<file path="src/rtl/uart_pkg.sv">
// Shared UART definitions for the transmit and receive paths.
// Holds the per-direction state types, counter widths and default
// frame parameters. No ports.
package uart_pkg;

  // Defaults shared by both directions.
  localparam int unsigned D_W_DEF    = 8;
  localparam int unsigned B_TICK_DEF = 16;

  // Bit counter is wide enough for up to 9 data bits and 2 stop bits.
  localparam int unsigned BIT_CNT_W = 4;

  typedef enum logic [2:0] {
    TX_IDLE,
    TX_LOAD,
    TX_START,
    TX_DATA,
    TX_PARITY,
    TX_STOP
  } tx_state_e;

  typedef enum logic [2:0] {
    RX_IDLE,
    RX_START,
    RX_DATA,
    RX_PARITY,
    RX_STOP
  } rx_state_e;

  // Width of an oversample tick counter that wraps at b_tick.
  function automatic int unsigned tick_cnt_w(input int unsigned b_tick);
    return (b_tick > 1) ? $clog2(b_tick) : 1;
  endfunction

endpackage

</file>
<file path="src/rtl/uart_tick_cnt.sv">
// Oversample tick counter: counts baud_clk ticks within one bit period
// and flags the last tick of the period. Shared by TX and RX.
// Ports:
//   clk, rst_n    clock, async active-low reset
//   clear_i       hold the counter at zero (ticks ignored)
//   baud_clk_i    one-clk oversample tick
//   done_c_o      combinational: last tick of the bit period (count==B_TICK-1 on a tick)
module uart_tick_cnt
  import uart_pkg::*;
#(
  parameter int unsigned B_TICK = B_TICK_DEF
) (
  input  logic clk,
  input  logic rst_n,
  input  logic clear_i,
  input  logic baud_clk_i,
  output logic done_c_o
);

  localparam int unsigned CNT_W = tick_cnt_w(B_TICK);

  logic [CNT_W-1:0] cnt_q, cnt_d;

  // Count ticks; the power-of-two period lets the counter wrap by itself.
  always_comb begin
    cnt_d = cnt_q;
    if (clear_i) begin
      cnt_d = '0;
    end else if (baud_clk_i) begin
      cnt_d = cnt_q + CNT_W'(1);
    end
  end

  always_ff @(posedge clk or negedge rst_n) begin
    if (!rst_n) begin
      cnt_q <= '0;
    end else begin
      cnt_q <= cnt_d;
    end
  end

  assign done_c_o = baud_clk_i && !clear_i && (cnt_q == CNT_W'(B_TICK - 1));

endmodule

</file>
<file path="src/rtl/uart_tx.sv">
// UART transmitter: pops bytes from the TX FIFO and serialises each as
// start bit, D_W data bits LSB first, optional even parity, STOP_BITS stop bits.
// Build option: define UART_TX_PARITY_EN to insert the even parity bit.
// Ports:
//   clk, rst_n   clock, async active-low reset
//   baud_clk     oversample tick, B_TICK per bit
//   baud_en      baud generator enable while a frame is in progress
//   tx_data      serial line, idles high, driven from a flop
//   tx_busy      high from FIFO pop until the end of the last stop bit
//   in_data      FIFO read data
//   ff_empty     FIFO empty flag
//   ff_rd_en     single-cycle FIFO pop strobe
module uart_tx
  import uart_pkg::*;
#(
  parameter int unsigned D_W       = D_W_DEF,
  parameter int unsigned B_TICK    = B_TICK_DEF,
  parameter int unsigned STOP_BITS = 1
) (
  input  logic           clk,
  input  logic           rst_n,
  input  logic           baud_clk,
  output logic           baud_en,
  output logic           tx_data,
  output logic           tx_busy,
  input  logic [D_W-1:0] in_data,
  input  logic           ff_empty,
  output logic           ff_rd_en
);

  tx_state_e              state_q, state_d;
  logic [D_W-1:0]         shift_q, shift_d;
  logic [BIT_CNT_W-1:0]   bit_cnt_q, bit_cnt_d;
  logic                   tx_data_q, tx_data_d;
  logic                   baud_en_q, baud_en_d;
  logic                   busy_q, busy_d;
  logic                   rd_en_q, rd_en_d;
`ifdef UART_TX_PARITY_EN
  logic                   parity_q, parity_d;
`endif

  logic tick_clear_c;
  logic tick_done_c;

  // Ticks only count while a bit is on the line.
  assign tick_clear_c = (state_q == TX_IDLE) || (state_q == TX_LOAD);

  uart_tick_cnt #(
    .B_TICK(B_TICK)
  ) u_tick_cnt (
    .clk       (clk),
    .rst_n     (rst_n),
    .clear_i   (tick_clear_c),
    .baud_clk_i(baud_clk),
    .done_c_o  (tick_done_c)
  );

  // Next-state and next-output logic.
  always_comb begin
    state_d   = state_q;
    shift_d   = shift_q;
    bit_cnt_d = bit_cnt_q;
    baud_en_d = baud_en_q;
    busy_d    = busy_q;
    rd_en_d   = 1'b0;
`ifdef UART_TX_PARITY_EN
    parity_d  = parity_q;
`endif

    case (state_q)
      // Also the pop cycle between back-to-back frames, where busy and
      // baud_en are still held high from the previous frame.
      TX_IDLE: begin
        if (!ff_empty) begin
          rd_en_d = 1'b1;
          busy_d  = 1'b1;
          state_d = TX_LOAD;
        end else begin
          busy_d    = 1'b0;
          baud_en_d = 1'b0;
        end
      end
      TX_LOAD: begin
        shift_d   = in_data;
        bit_cnt_d = '0;
        baud_en_d = 1'b1;
`ifdef UART_TX_PARITY_EN
        parity_d  = ^in_data;
`endif
        state_d   = TX_START;
      end
      TX_START: begin
        if (tick_done_c) begin
          bit_cnt_d = '0;
          state_d   = TX_DATA;
        end
      end
      TX_DATA: begin
        if (tick_done_c) begin
          shift_d = shift_q >> 1;
          if (bit_cnt_q == BIT_CNT_W'(D_W - 1)) begin
            bit_cnt_d = '0;
`ifdef UART_TX_PARITY_EN
            state_d   = TX_PARITY;
`else
            state_d   = TX_STOP;
`endif
          end else begin
            bit_cnt_d = bit_cnt_q + BIT_CNT_W'(1);
          end
        end
      end
`ifdef UART_TX_PARITY_EN
      TX_PARITY: begin
        if (tick_done_c) begin
          bit_cnt_d = '0;
          state_d   = TX_STOP;
        end
      end
`endif
      TX_STOP: begin
        if (tick_done_c) begin
          if (bit_cnt_q == BIT_CNT_W'(STOP_BITS - 1)) begin
            bit_cnt_d = '0;
            state_d   = TX_IDLE;
            // Keep the generator and busy up if another byte is waiting.
            if (ff_empty) begin
              busy_d    = 1'b0;
              baud_en_d = 1'b0;
            end
          end else begin
            bit_cnt_d = bit_cnt_q + BIT_CNT_W'(1);
          end
        end
      end
      default: begin
        state_d = TX_IDLE;
      end
    endcase

    // Line level follows the state being entered so it is registered glitch-free.
    case (state_d)
      TX_START:  tx_data_d = 1'b0;
      TX_DATA:   tx_data_d = shift_d[0];
`ifdef UART_TX_PARITY_EN
      TX_PARITY: tx_data_d = parity_d;
`endif
      default:   tx_data_d = 1'b1;
    endcase
  end

  always_ff @(posedge clk or negedge rst_n) begin
    if (!rst_n) begin
      state_q   <= TX_IDLE;
      shift_q   <= '0;
      bit_cnt_q <= '0;
      tx_data_q <= 1'b1;
      baud_en_q <= 1'b0;
      busy_q    <= 1'b0;
      rd_en_q   <= 1'b0;
`ifdef UART_TX_PARITY_EN
      parity_q  <= 1'b0;
`endif
    end else begin
      state_q   <= state_d;
      shift_q   <= shift_d;
      bit_cnt_q <= bit_cnt_d;
      tx_data_q <= tx_data_d;
      baud_en_q <= baud_en_d;
      busy_q    <= busy_d;
      rd_en_q   <= rd_en_d;
`ifdef UART_TX_PARITY_EN
      parity_q  <= parity_d;
`endif
    end
  end

  assign tx_data  = tx_data_q;
  assign baud_en  = baud_en_q;
  assign tx_busy  = busy_q;
  assign ff_rd_en = rd_en_q;

endmodule

</file>
<file path="config.mk">
export PLATFORM = sky130hd
export DESIGN_NAME = uart_tx
export DESIGN_NICKNAME = d
export VERILOG_FILES = /design/src/rtl/uart_pkg.sv /design/src/rtl/uart_tick_cnt.sv /design/src/rtl/uart_tx.sv
export SDC_FILE = /design/constraint.sdc
export NUM_CORES = 1
export LEC_CHECK = 0
export BUFFER_PORTS_ARGS = -buffer_cell sky130_fd_sc_hd__buf_2
export CAP_MARGIN = 20
export CELL_PAD_IN_SITES_DETAIL_PLACEMENT = 2
export CELL_PAD_IN_SITES_GLOBAL_PLACEMENT = 2
export CORE_MARGIN = 2
export CORE_UTILIZATION = 30
export CTS_CLUSTER_DIAMETER = 40
export DETAILED_ROUTE_END_ITERATION = 10
export PLACE_DENSITY = 0.65
export REMOVE_ABC_BUFFERS = 1
export SETUP_SLACK_MARGIN = 0.4
export SYNTH_ARGS = -nofsm -noshare
export SYNTH_HDL_FRONTEND = slang
export SYNTH_HIERARCHICAL = 1
export SYNTH_SLANG_ARGS = --single-unit
</file>
<file path="constraint.sdc">
create_clock -name clk -period 3 [get_ports clk]
set_clock_uncertainty 0.1 [all_clocks]
set_input_delay 0.6 -clock clk [delete_from_list [all_inputs] [get_ports clk]]
set_output_delay 0.6 -clock clk [all_outputs]
set_load 0.02 [all_outputs]
</file>
# Yosys cells after proc, flatten, opt, wreduce, memory -nomap -nowiden
# Cells that the tools add are included.
# W data, S select, Z words.
# op_classes
n_addsub,2
multipliers,0
n_div,0
n_lt_le_gt_ge,0
eq_ne,13
n_shift,0
n_mux,28
n_bitwise,0
n_reduce_logical,15
# op_table
operator,count
$mux W4,7
$mux W3,6
$pmux W4 S4,1
$pmux W8 S2,1
$pmux W3 S5,1
$eq A3 B2 Y1 const B,4
$ne A2 B2 Y1 const B,5
$add A4 B1 Y4 const B,2
$mux W1,8
$mux W8,1
$reduce_and A4 Y1,2
$reduce_bool A2 Y1,3
$eq A4 B3 Y1 const B,1
$eq A4 B4 Y1 const B,1
$logic_not A4 Y1,1
$pmux W1 S2,2
$reduce_bool A4 Y1,1
$eq A3 B1 Y1 const B,1
$eq A3 B3 Y1 const B,1
$logic_not A3 Y1,1
$pmux W1 S3,1
$reduce_and A3 Y1,1
$reduce_bool A3 Y1,1
$logic_and A1 B1 Y1,2
3 further kinds,3
# word_totals
ff_bits,23
latch_bits,0
ram_bits,0
rom_bits,0
in_bits,12
out_inout_bits,4
wordCells,67
mem_count,0

# Longest topological paths before layout
# Gate-level depths: netlist of the first run.
# depth
ltp_word,9
mapped_depth,9
ltp_nobuf,7

# Hierarchy
# Netlist of the first run, hierarchy kept.
# by_module_without_submodules
module,instances,cells_each,area_each_um2,seq_area_each_um2
uart_tx,1,105,1089.8,476.7
uart_tick_cnt,1,18,227.7,100.1

# Least setup slack after synthesis of the first run
# Ideal clock, no wire load.
# synth_path
kind,flip-flop to flip-flop
from,register state_q[1]
to,register shift_q[1]
setup_time_ns,0.127
arrival_time_ns,1.703
t_required_ns,2.773
path_slack_ns,1.070
stages_incl_launch_ff,10
n_path_buf,3
synth_period_minus_slack_ns,1.930
cell_sequence,dfrtp_1 -> buf_6 -> nor2_2 -> nor2b_1 -> and4_1 -> buf_2 -> and3_1 -> clkbuf_2 -> a222oi_1 -> inv_1
# synth_between
elab_chain_cells,7
# synth_rtl
element,line_no,source
start: declaration,uart_tx.sv:31,"tx_state_e state_q, state_d;"
start signal: assignment,uart_tx.sv:165,state_q <= state_d;
$eq A3 B1 Y1 or $logic_not A3 Y1 (tied branches),uart_tx.sv:46,assign tick_clear_c = (state_q == TX_IDLE) || (state_q == TX_LOAD);
$logic_or A1 B1 Y1 (*),uart_tx.sv:46,
named net tick_clear_c,uart_tx.sv:42,logic tick_clear_c;
$logic_not A1 Y1 (*),uart_tick_cnt.sv:42,assign done_c_o = baud_clk_i && !clear_i && (cnt_q == CNT_W'(B_TICK - 1));
$logic_and A1 B1 Y1 (*) (2 in a row),uart_tick_cnt.sv:42,
named net tick_done_c,uart_tx.sv:43,logic tick_done_c;
$ne A2 B2 Y1 (no line) (*),n/a,
$reduce_and A2 Y1 (no line) (*),n/a,
end signal: assignment,uart_tx.sv:166,shift_q <= shift_d;
end: declaration,uart_tx.sv:32,"logic [D_W-1:0] shift_q, shift_d;"
# The timed path passes the listed nets; every way through them passes the cells marked *.
# A chain may end at the register's enable or synchronous reset.

# Final worst setup path of the first run
# layout_path
from,register state_q[2]
to,register shift_q[5]
# Same word-level chain as after synthesis.

==> results, run 1 <==
- The leading register cell type out of synthesis is dfrtp_1.
- The post-synthesis cell area is 1320 um^2.
- The worst register-to-register path ends at shift_q[5]$_DFFE_PN0P_.
- The clock sink count is 23.
- The detail-routed net length per standard cell is 16.6 um.
- Of the cells placed in the final design, the portion with a size suffix greater than 1 is 0.270.
- By area the synthesized netlist is led by dfrtp_1 (42%), a222oi_1 (4.6%), inv_1 (3.4%).
- The reported max-cap violation count is 0.
- The deepest clock path buffer count is 2.
- The final-report max-slew violation count is 0.
- The count of unique library cells instantiated by Yosys is 54.
- The launching element of the worst setup path is state_q[2]$_DFF_PN0_.
- For the finished layout, the period the worst path requires is 2.08 ns.
- The starting density of the core is 0.307.
- The number of H-tree levels is 1.
- The total negative setup slack is 0 ns.
- The run finished with clean final reports.
- The worst-case IR drop observed on VDD is 0.000252 V.
- The maximum net fanout on the critical path is 9.
- The flip-flop and latch count after synthesis is 23.
- The first TritonRoute pass finished after 4 iterations.
- The HPWL reported at the end of detailed placement is 2420 um.
- After detailed routing, the number of remaining DRC violations is 0.
- The via count of the first global-routing pass is 1110.
- The floorplan core area is 4290 um^2.
- The worst hold-check slack is 0.201 ns.
- Compared with the post-synthesis result, the final layout area differs by 11.4%.
- Of the synthesized area, sequential elements account for 0.438.
- The number of warnings issued by yosys is 6.
- Synthesis produced 123 cells.
- The number of synthesized flops with an enable pin is 0.
- The leakage component of the power is 0.674 nW.
- Dividing the final minimum period by the clock period gives 0.695.
- The height of the die is 70.3 um.
- The cell type with the highest aggregate area in the netlist is dfrtp_1.
- In this run the critical register-to-register path is launched from state_q[2]$_DFF_PN0_.
- Dividing total power by cell area gives a power density of 622 nW/um^2.
- The relative max-transition margin is 0.643.
- The total wirelength of the detailed-routed design is 3130 um.
- Once the clock tree was built, the setup fixing pass inserted 0 buffers.
- Setup repair after global routing left no endpoint under its margin.
- In the routed layout, each cell is associated on average with a via count of 5.26.
- At the pin with the least slew margin, the transition time is 0.536 ns.
- The category of the worst setup path capture point is a register.
- The worst register-to-register path has a depth of 6.
- The congestion estimate from routability-driven global placement came to 0.727.
- The die outline width is 70.3 um.
- The most critical setup path has its endpoint at shift_q[5]$_DFFE_PN0P_.
- Counting flops with an async set or reset pin after synthesis yields a share of 1.00.
- Across all layers, the routed design uses 994 vias.
- The worst-case setup slack after placement is 0.802 ns.
- The classification of the worst-slack hold path is in2async.
- The post-synthesis average cell area is 10.7 um^2.
- The number of ports placed on the die boundary is 16.
- The die covers 4940 um^2.
- The post-cts hold buffer count is 0.
- Entering global routing, the biggest net connects 24 pins.
- In the layout the commonest cells are dfrtp_1 (22), buf_2 (15), inv_1 (12), nor2_1 (12).
- STA classifies the critical path startpoint as a register.
- The number of buffers added on ports is 15.
- The final standard cell area without fillers is 1470 um^2.
- Power comes to 0.000913 W.
- The root buffer selected by CTS is clkbuf_8.
- The number of hold-slack violations in the final timing report is 0.
- The maximum clock rate is 0.480 GHz.
- Buffers inserted during clock tree synthesis total 3.
- The total of endpoints with negative setup slack in the final report is 0.
- The most common cell after layout, fill and taps aside is dfrtp_1.
- The area fraction of the dominant cell type after synthesis is 0.418.
- The net total in the final layout is 153.
- The post-route antenna net violation count is 0.
- The post-cts sizing count is 0.
- The initial antenna violation count came to 0.
- Data on the critical path is required at its endpoint by 3.11 ns.
- The first global-routing pass estimated 5490 um of wire.
- The clock transition at the registers of the reported paths is 0.09 ns.
- The standard-cell row count is 24.
- The number of diodes is 0.
- The CTS tree is done.
- The minimum setup slack in the final design is 0.916 ns.
- The clock latency of the later-clocked register in the worst-skew pair is 0.27 ns.
- After the first detailed-routing iteration, the DRC count stood at 49.
- At the worst endpoint, the arrival time is 2.20 ns.
- The startpoint-to-endpoint class of the critical path is reg2reg.
- The residual overflow from global routing is 0.
- In the global route stage, overall resource usage came out at 0.137.
- The setup check on the worst reg-to-reg path leaves a slack of 0.92 ns.
- The placed instance area is 1420 um^2.
==> synthesized netlist by cell type, types with 3 or more instances <==
| library cell | count |
|---|---|
| dfrtp_1 | 22 |
| inv_1 | 12 |
| nor2_1 | 12 |
| a222oi_1 | 6 |
| nand2_1 | 6 |
| o21ai_1 | 4 |
| buf_2 | 3 |
| buf_6 | 3 |
| ha_1 | 3 |
==> registers in the layout (all words and copies together) (netlist names) <==
name and count:
tx_busy 1, state_q 3, u_tick_cnt/cnt_q 4, tx_data 1
ff_rd_en 1, baud_en 1, shift_q 8, bit_cnt_q 4
==> cell families (layout without fill, tap and decap cells) <==
family          Yosys count  in the layout  synth area share
buf+inv                  20             34            0.0779
mux                       3              3            0.0275
fa+ha+maj                 3              3            0.0285
compound gates           29             29             0.199
simple gates             44             44             0.222
flops                    23             23             0.438
xor+xnor                  1              1           0.00665
==> report_power, final <==
| part | total [W] | internal, W | switching [W] |
|---|---|---|---|
| clock network | 0.000203 | 0.0000941 | 0.000109 |
| logic | 0.000260 | 0.000123 | 0.000137 |
| registers | 0.000451 | 0.000370 | 0.0000805 |
==> through the flow <==
| stage | utilization | cells |
|---|---|---|
| 3_3_place_gp | 0.330 | 185 |
| 3_5_place_dp | 0.330 | 185 |
| 2_1_floorplan | - | 116 |
| 6_report | 0.342 | 189 |
| 5_1_grt | 0.342 | 189 |
| 4_1_cts | 0.342 | 189 |
==> area by class of cell <==
| type | count | area [um^2] |
|---|---|---|
| multi-input combinational | 80 | 638 |
| tap | 52 | 65.1 |
| timing repair buffer | 17 | 90.1 |
| fill | 482 | 2830 |
| sequential | 23 | 577 |
| clock inverter | 1 | 7.51 |
| clock buffer | 3 | 41.3 |
| inverter | 13 | 48.8 |
==> how the worst min path moves through the flow <==
| stage | from | end | slack [ns] | cells after the start |
|---|---|---|---|---|
| after floorplan | rst_n | baud_en$_DFFE_PN0P_ | 0.20 | 0 |
| after global placement | shift_q[7]$_DFFE_PN0P_ | shift_q[6]$_DFFE_PN0P_ | 0.37 | 2 |
| after detailed placement | shift_q[7]$_DFFE_PN0P_ | shift_q[6]$_DFFE_PN0P_ | 0.39 | 2 |
| after CTS | rst_n | shift_q[1]$_DFFE_PN0P_ | 0.22 | 1 |
| after global routing | rst_n | shift_q[1]$_DFFE_PN0P_ | 0.23 | 1 |
| final | rst_n | shift_q[1]$_DFFE_PN0P_ | 0.20 | 1 |
==> per-layer routing <==
layer | GRT usage | wire length (um) | up-vias
met2 | 0.238 | 1620 | 18
met4 | 0.0321 | 31 | 0
met5 | 0 | 0 | -
li1 | - | - | 470
met3 | 0.0173 | 76 | 5
met1 | 0.180 | 1400 | 501
==> critical path, stage by stage, from the launching register on <==
cell and delay [ns]:
dfrtp_1 0.41, nor2_2 0.30, nor2b_1 0.11, and4_1 0.35, o21ai_1 0.48, a222oi_1 0.18
inv_1 0.09
(Power assumes the default switching activity.)
==> run 2, diff against run 1 <==
- PLACE_DENSITY: 0.65 -> 0.68
- clock period: 3 -> 1.7 ns (I/O delays scaled with it)
==> results, run 2 (synthesized netlist as in run 1, its figures left out) <==
- The flow ran to the end, but the final reports show violations.
- The checks that failed: negative setup slack.
- TritonCTS built the clock tree.
- The starting density of the core was 0.307 (unchanged).
- The minimum setup slack in the final design is -0.00321 ns (-0.919 ns).
- The category of the worst setup path capture point is a register.
- The reported max-cap violation count is 0 (unchanged).
- The clock transition at the registers of the reported paths is 0.09 ns (about the same).
- The cell with the largest stage delay on the worst path is dfrtp_1.
- The number of ports placed on the die boundary is 16 (unchanged).
- The clock sink count is 23 (unchanged).
- The kind of cell adding the most delay to the critical path is compound AO/OA/AOI/OAI gates.
- The type of origin of the critical path is a register.
- The global placement routability congestion is 0.776 (+6.7%).
- The post-route clock period utilization is 1.00 (+0.307).
- The via count of the first global-routing pass is 1223 (+10%).
- The number of buffers added on ports is 15 (unchanged).
- The initial antenna violation count is 0 (unchanged).
- The relative max-transition margin came to 0.643 (about the same).
- The endpoint required time on the critical path is 1.78 ns (-1.33 ns).
- The DRC marker count from the first detailed-route iteration is 45 (-8.2%).
- The register area is 577 um^2 (unchanged).
- The largest net degree at the start of global routing is 24 (unchanged).
- The first-pass GRT wire length was 6050 um (+10%).
- The buffers plus inverters on the worst setup path is 1 (unchanged).
- In the final layout, the registers with the most flip-flops are shift_q x8, bit_cnt_q x4, u_tick_cnt/cnt_q x4.
- The number of detailed-routing iterations run before antenna repair was 5 (+1).
- The clock period minus worst slack came to 1.70 ns (-0.381 ns).
- The classification of the worst-slack hold path is in2reg.
- The maximum clock rate is 0.587 GHz (+22%).
- The worst-case setup slack after placement is -0.304 ns (-1.11 ns).
- The number of diodes is 0 (unchanged).
- The final-report max-slew violation count was 0 (unchanged).
- The standard-cell row count is 24 (unchanged).
- The clock latency of the later-clocked register in the worst-skew pair is 0.27 ns (about the same).
- The area of combinational cells with multiple inputs is 708 um^2 (+11%).
- The detail-routed net length per standard cell is 16.9 um (+2.2%).
- The number of flip-flops under the largest register name came to 8 (unchanged).
- The power density over cell area is 1130 nW/um^2 (+82%).
- The net total in the final layout was 176 (+15%).
- The total wirelength of the detailed-routed design is 3590 um (+15%).
- The leakage component of the power is 0.845 nW (+25%).
- The library cells used most frequently in the layout, excluding fill and tap cells, are dfrtp_1 (22), buf_4 (22), buf_2 (13).
- Walking the worst path, the cells encountered are ha_1 > and4_4 > buf_6 > nor2_1 > a31oi_1 > nor2_1 > o31ai_2.
- The DRC violation count after routing came to 0 (unchanged).
- The deepest clock path buffer count is 2 (unchanged).
- The HPWL reported at the end of detailed placement is 2660 um (+9.7%).
- The die outline area is 4940 um^2 (unchanged).
- The height of the die was 70.3 um (unchanged).
- The synthesis-to-finish area growth is 31.5%.
- Clock tree synthesis selected as its root buffer the cell clkbuf_8.
- Setup repair after global routing could not meet its margin everywhere.
- The total CTS buffers is 3 (unchanged).
- The maximum net fanout on the critical path is 8 (-1).
- The slew at the pin closest to its max-slew limit is 0.536 ns (-0.000298 ns).
- The final non-filler cell total is 212 (+12%).
- The die outline width is 70.3 um (unchanged).
- The total track usage is 0.155 (+0.0183).
- The worst setup path is of the reg2reg kind.
- The cell total after placement is 200 (+8.1%).
- The most repeated library cell on the critical path is nor2_1.
- The proportion of layout cells with a drive suffix above 1 is 0.444 (+0.174).
- The average via count per standard cell came to 5.10 (-3.0%).
- The reg2reg setup slack was -0.003 ns (-0.92 ns).
- The peak ir drop on the vdd network is 0.000501 V (+99%).
- The residual overflow from global routing came to 0 (unchanged).
- The count of vias placed by the detailed router is 1081 (+8.8%).
- The total of endpoints with negative setup slack in the final report came to 1 (+1).
- The post-route antenna net violation count came to 0 (unchanged).
- The number of hold-slack violations in the final timing report came to 0 (unchanged).
- The data arrival time of the critical path is 1.78 ns (-0.42 ns).
- More flip-flops sit in one register than any other, and that register is shift_q.
- The layout filler cell count is 457 (-5.2%).
- The floorplan core area is 4290 um^2 (unchanged).
- The number of H-tree levels was 1 (unchanged).
- The critical path's largest stage delay is 0.38 ns (-0.10 ns).
## run 2: cell count changes in the layout (fill, tap and decap cells not counted), sizes merged
cell         change
buf             +22
dlygate4sd3      +1
## run 2: worst register-to-register path, stage by stage (launching register included)
cell and delay, ns:
dfrtp_1 0.38, ha_1 0.18, and4_4 0.31, buf_6 0.12
nor2_1 0.03, a31oi_1 0.14, nor2_1 0.08, o31ai_2 0.28
## run 2: cell type report
| class | count | share of cell area |
|---|---|---|
| multi-input cells | 80 | 0.409 |
| flip-flops and latches | 23 | 0.333 |
| repair buffers | 40 | 0.165 |
| well taps | 52 | 0.0375 |
| inverters | 13 | 0.0282 |
| clock buffers | 3 | 0.0238 |
| clock inverters | 1 | 0.00433 |
## run 2: through the flow
stage	total power, W	hold slack, ns	instance area, um^2	TNS (ns)	utilization
2_1_floorplan	0.00112	-0.0556	1260	-5.31	-
3_3_place_gp	0.00142	0.243	1530	-1.09	0.357
3_5_place_dp	0.00147	0.260	1530	-3.15	0.357
4_1_cts	0.00192	0.173	1670	-0.0844	0.388
5_1_grt	0.00211	0.180	1730	-1.24	0.404
6_report	0.00197	0.180	1730	-0.00321	0.404
## run 2: repair_timing
action	in CTS	in global routing
setup endpoints to repair	19	22
pin swaps	14	10
hold buffers	1	0
setup buffers	3	4
endpoints found under the hold margin	22	0
gates resized for setup	15	8
## run 2: where the power goes
part / switching [W] / internal (W)
sequential: 0.0000724 / 0.000655
clock: 0.000195 / 0.000166
combinational: 0.000407 / 0.000471
total: 0.000674 / 0.00129
## run 2: path summary, 6_finish.rpt
check	from	cells past startpoint	end
worst max-delay path	u_tick_cnt/cnt_q[0]$_DFFE_PN0P_	7	tx_data$_DFF_PN1_
worst min-delay path	ff_empty	2	ff_rd_en$_DFF_PN0_
worst max register to register	u_tick_cnt/cnt_q[0]$_DFFE_PN0P_	7	tx_data$_DFF_PN1_
worst min register to register	shift_q[6]$_DFFE_PN0P_	2	shift_q[5]$_DFFE_PN0P_
max in group asynchronous	rst_n	2	tx_data$_DFF_PN1_
min in group asynchronous	rst_n	2	shift_q[1]$_DFFE_PN0P_
## run 2: routing by layer
metal,routed length [um],track usage,up-vias
li1,-,-,519
met1,1500,0.191,544
met2,1970,0.280,16
met3,91,0.0216,2
met4,25,0.0449,0
met5,0,0,-
==> run 3, diff against run 2 <==
- SETUP_SLACK_MARGIN: 0.4 -> 0.15
==> results, run 3 (synthesized netlist as in run 1, its figures left out) <==
- The layout filler cell count is 456 (-0.22%).
- The relative max-transition margin was 0.641 (-0.00142).
- The root buffer selected by CTS is clkbuf_8.
- The synthesis-to-finish area growth is 27.3%.
- The run finished, with violations left.
- The final-report max-slew violation count is 0 (unchanged).
- Leaving out fill and tap cells, the most frequent cell in the layout is dfrtp_1.
- The startpoint-to-endpoint class of the critical path is reg2reg.
- The first-pass GRT wire length is 6020 um (-0.58%).
- The clock sink count was 23 (unchanged).
- The reported max-cap violation count is 0 (unchanged).
- The minimum setup slack in the final design is -0.0221 ns (-0.0189 ns).
- The type of origin of the critical path is a register.
- The slew at the pin closest to its max-slew limit was 0.538 ns (+0.00213 ns).
- The number of hold-slack violations in the final timing report was 0 (unchanged).
- In this run the most critical hold path is launched from ff_empty.
- The cell total after placement came to 200 (unchanged).
- The number of buffers added on ports was 15 (unchanged).
- The reg2reg setup slack is -0.02 ns (-0.02 ns).
- The checks that failed: negative setup slack.
- The DRC marker count from the first detailed-route iteration is 61 (+36%).
- The DRC violation count after routing came to 0 (unchanged).
- The floorplan core area is 4290 um^2 (unchanged).
- The maximum net fanout on the critical path is 8 (unchanged).
- The number of detailed-routing iterations run before antenna repair came to 4 (-1).
- The net total in the final layout is 172 (-2.3%).
- The path class of the tightest hold or removal check is in2reg.
- The power after layout was 0.00190 W (-3.2%).
- The global placement routability congestion was 0.776 (unchanged).
- The post-route clock period utilization is 1.01 (+0.0111).
- The peak ir drop on the vdd network is 0.000456 V (-9.0%).
- The clock period minus worst slack is 1.72 ns (+0.0189 ns).
- The path with the worst hold slack has its endpoint at ff_rd_en$_DFF_PN0_.
- The number of ports placed on the die boundary is 16 (unchanged).
- Ranked by flip-flop count, first place goes to shift_q.
- The clock latency of the later-clocked register in the worst-skew pair is 0.27 ns (about the same).
- In this run the critical register-to-register path is captured at tx_data$_DFF_PN1_.
- The final non-filler cell total is 208 (-1.9%).
- The initial antenna violation count is 0 (unchanged).
- The via count of the first global-routing pass is 1222 (-0.082%).
- The leakage component of the power is 0.811 nW (-3.9%).
- The die outline width is 70.3 um (unchanged).
- The total CTS buffers is 3 (unchanged).
- The total negative setup slack was -0.0221 ns (-0.0189 ns).
- The number of H-tree levels is 1 (unchanged).
- The total of endpoints with negative setup slack in the final report was 1 (unchanged).
- The endpoint required time on the critical path is 1.78 ns (about the same).
- The average via count per standard cell is 5.05 (-0.91%).
- In the final layout, the registers with the most flip-flops are shift_q x8, bit_cnt_q x4, u_tick_cnt/cnt_q x4.
- The source of the worst register-to-register timing path is u_tick_cnt/cnt_q[0]$_DFFE_PN0P_.
- The standard-cell row count is 24 (unchanged).
- The residual overflow from global routing is 0 (unchanged).
- The power density over cell area is 1140 nW/um^2 (about the same).
- The post-route antenna net violation count is 0 (unchanged).
- The detail-routed net length per standard cell came to 17.0 um (+0.53%).
- The CTS tree is done.
- The height of the die is 70.3 um (unchanged).
- The count of vias placed by the detailed router is 1051 (-2.8%).
- Setup repair after global routing could not meet its margin everywhere.
- The starting density of the core is 0.307 (unchanged).
- The worst setup path is captured at a register.
- The proportion of layout cells with a drive suffix above 1 was 0.436 (-0.00785).
- The number of cells on the worst hold path is 2 (unchanged).
- The largest net degree at the start of global routing was 24 (unchanged).
- The HPWL reported at the end of detailed placement is 2660 um (unchanged).
- The die outline area is 4940 um^2 (unchanged).
- The worst-case reg-to-reg path depth was 7 (unchanged).
- The number of flip-flops under the largest register name was 8 (unchanged).
- The clock transition at the registers of the reported paths is 0.09 ns (about the same).
- The number of diodes is 0 (unchanged).
- Leaving out fill and tap cells, the most frequent cells in the layout are dfrtp_1 (22), buf_4 (19), buf_2 (15).
- The maximum clock rate is 0.581 GHz (-1.1%).
- The total wirelength of the detailed-routed design is 3540 um (-1.4%).
- The total track usage came to 0.154 (-0.000861).
- The deepest clock path buffer count is 2 (unchanged).
- The data arrival time of the critical path came to 1.80 ns (+0.02 ns).
==> run 3: cell count changes in the layout (fill, tap and decap cells not counted), sizes merged <==
cell  change
buf       -4
==> run 3: per-layer routing <==
layer / vias up / share of wire / track usage
met3: 2 / 0.027 / 0.0216
met2: 18 / 0.54 / 0.277
met4: 0 / 0.0071 / 0.0449
met5: - / 0 / 0
met1: 519 / 0.42 / 0.191
li1: 512 / - / -
==> run 3: how the worst max path moves through the flow <==
stage / depth (start not counted) / slack (ns) / end / start
floorplan: 6 / -0.42 / bit_cnt_q[3]$_DFFE_PN0P_ / state_q[2]$_DFF_PN0_
global placement: 8 / -0.14 / tx_data$_DFF_PN1_ / state_q[2]$_DFF_PN0_
detailed placement: 8 / -0.30 / tx_data$_DFF_PN1_ / state_q[2]$_DFF_PN0_
CTS: 8 / -0.03 / tx_data$_DFF_PN1_ / state_q[1]$_DFF_PN0_
global route: 8 / -0.14 / tx_data$_DFF_PN1_ / state_q[2]$_DFF_PN0_
finish: 7 / -0.02 / tx_data$_DFF_PN1_ / u_tick_cnt/cnt_q[0]$_DFFE_PN0P_
==> run 3: worst max-delay path, cell delays in order, from the launching register on <==
cell and delay [ns]:
dfrtp_1 0.39, ha_1 0.18, and4_4 0.31, buf_6 0.12
nor2_2 0.03, a31oi_1 0.14, nor2_1 0.08, o31ai_2 0.28
==> run 3: power breakdown <==
part	switching, W	internal (W)
sequential	0.0000721	0.000654
combinational	0.000393	0.000423
clock	0.000195	0.000166
==> run 3: through the flow <==
step	cell area [um^2]	utilization	hold WS, ns	setup WS [ns]
4_1_cts	1660	0.385	0.173	-0.0335
2_1_floorplan	1260	-	-0.0556	-0.423
3_5_place_dp	1530	0.357	0.260	-0.304
3_3_place_gp	1530	0.357	0.243	-0.136
6_report	1680	0.390	0.184	-0.0221
5_1_grt	1680	0.390	0.179	-0.144
==> run 3: layout make-up <==
| cell class | instances | area (um^2) | area share |
|---|---|---|---|
| Multi-Input combinational cell | 80 | 698 | 0.416 |
| Sequential cell | 23 | 577 | 0.344 |
| Timing Repair Buffer | 36 | 239 | 0.143 |
| Tap cell | 52 | 65.1 | 0.0388 |
| Inverter | 13 | 48.8 | 0.0291 |
| Clock buffer | 3 | 41.3 | 0.0246 |
| Clock inverter | 1 | 7.51 | 0.00448 |
==> run 3: what timing repair did <==
item,4_1_cts,5_1_grt
setup buffers,3,0
hold buffers,1,0
endpoints found under the setup margin,18,18
resized for setup,12,5
hold endpoints to repair,22,0
pin swaps,14,8
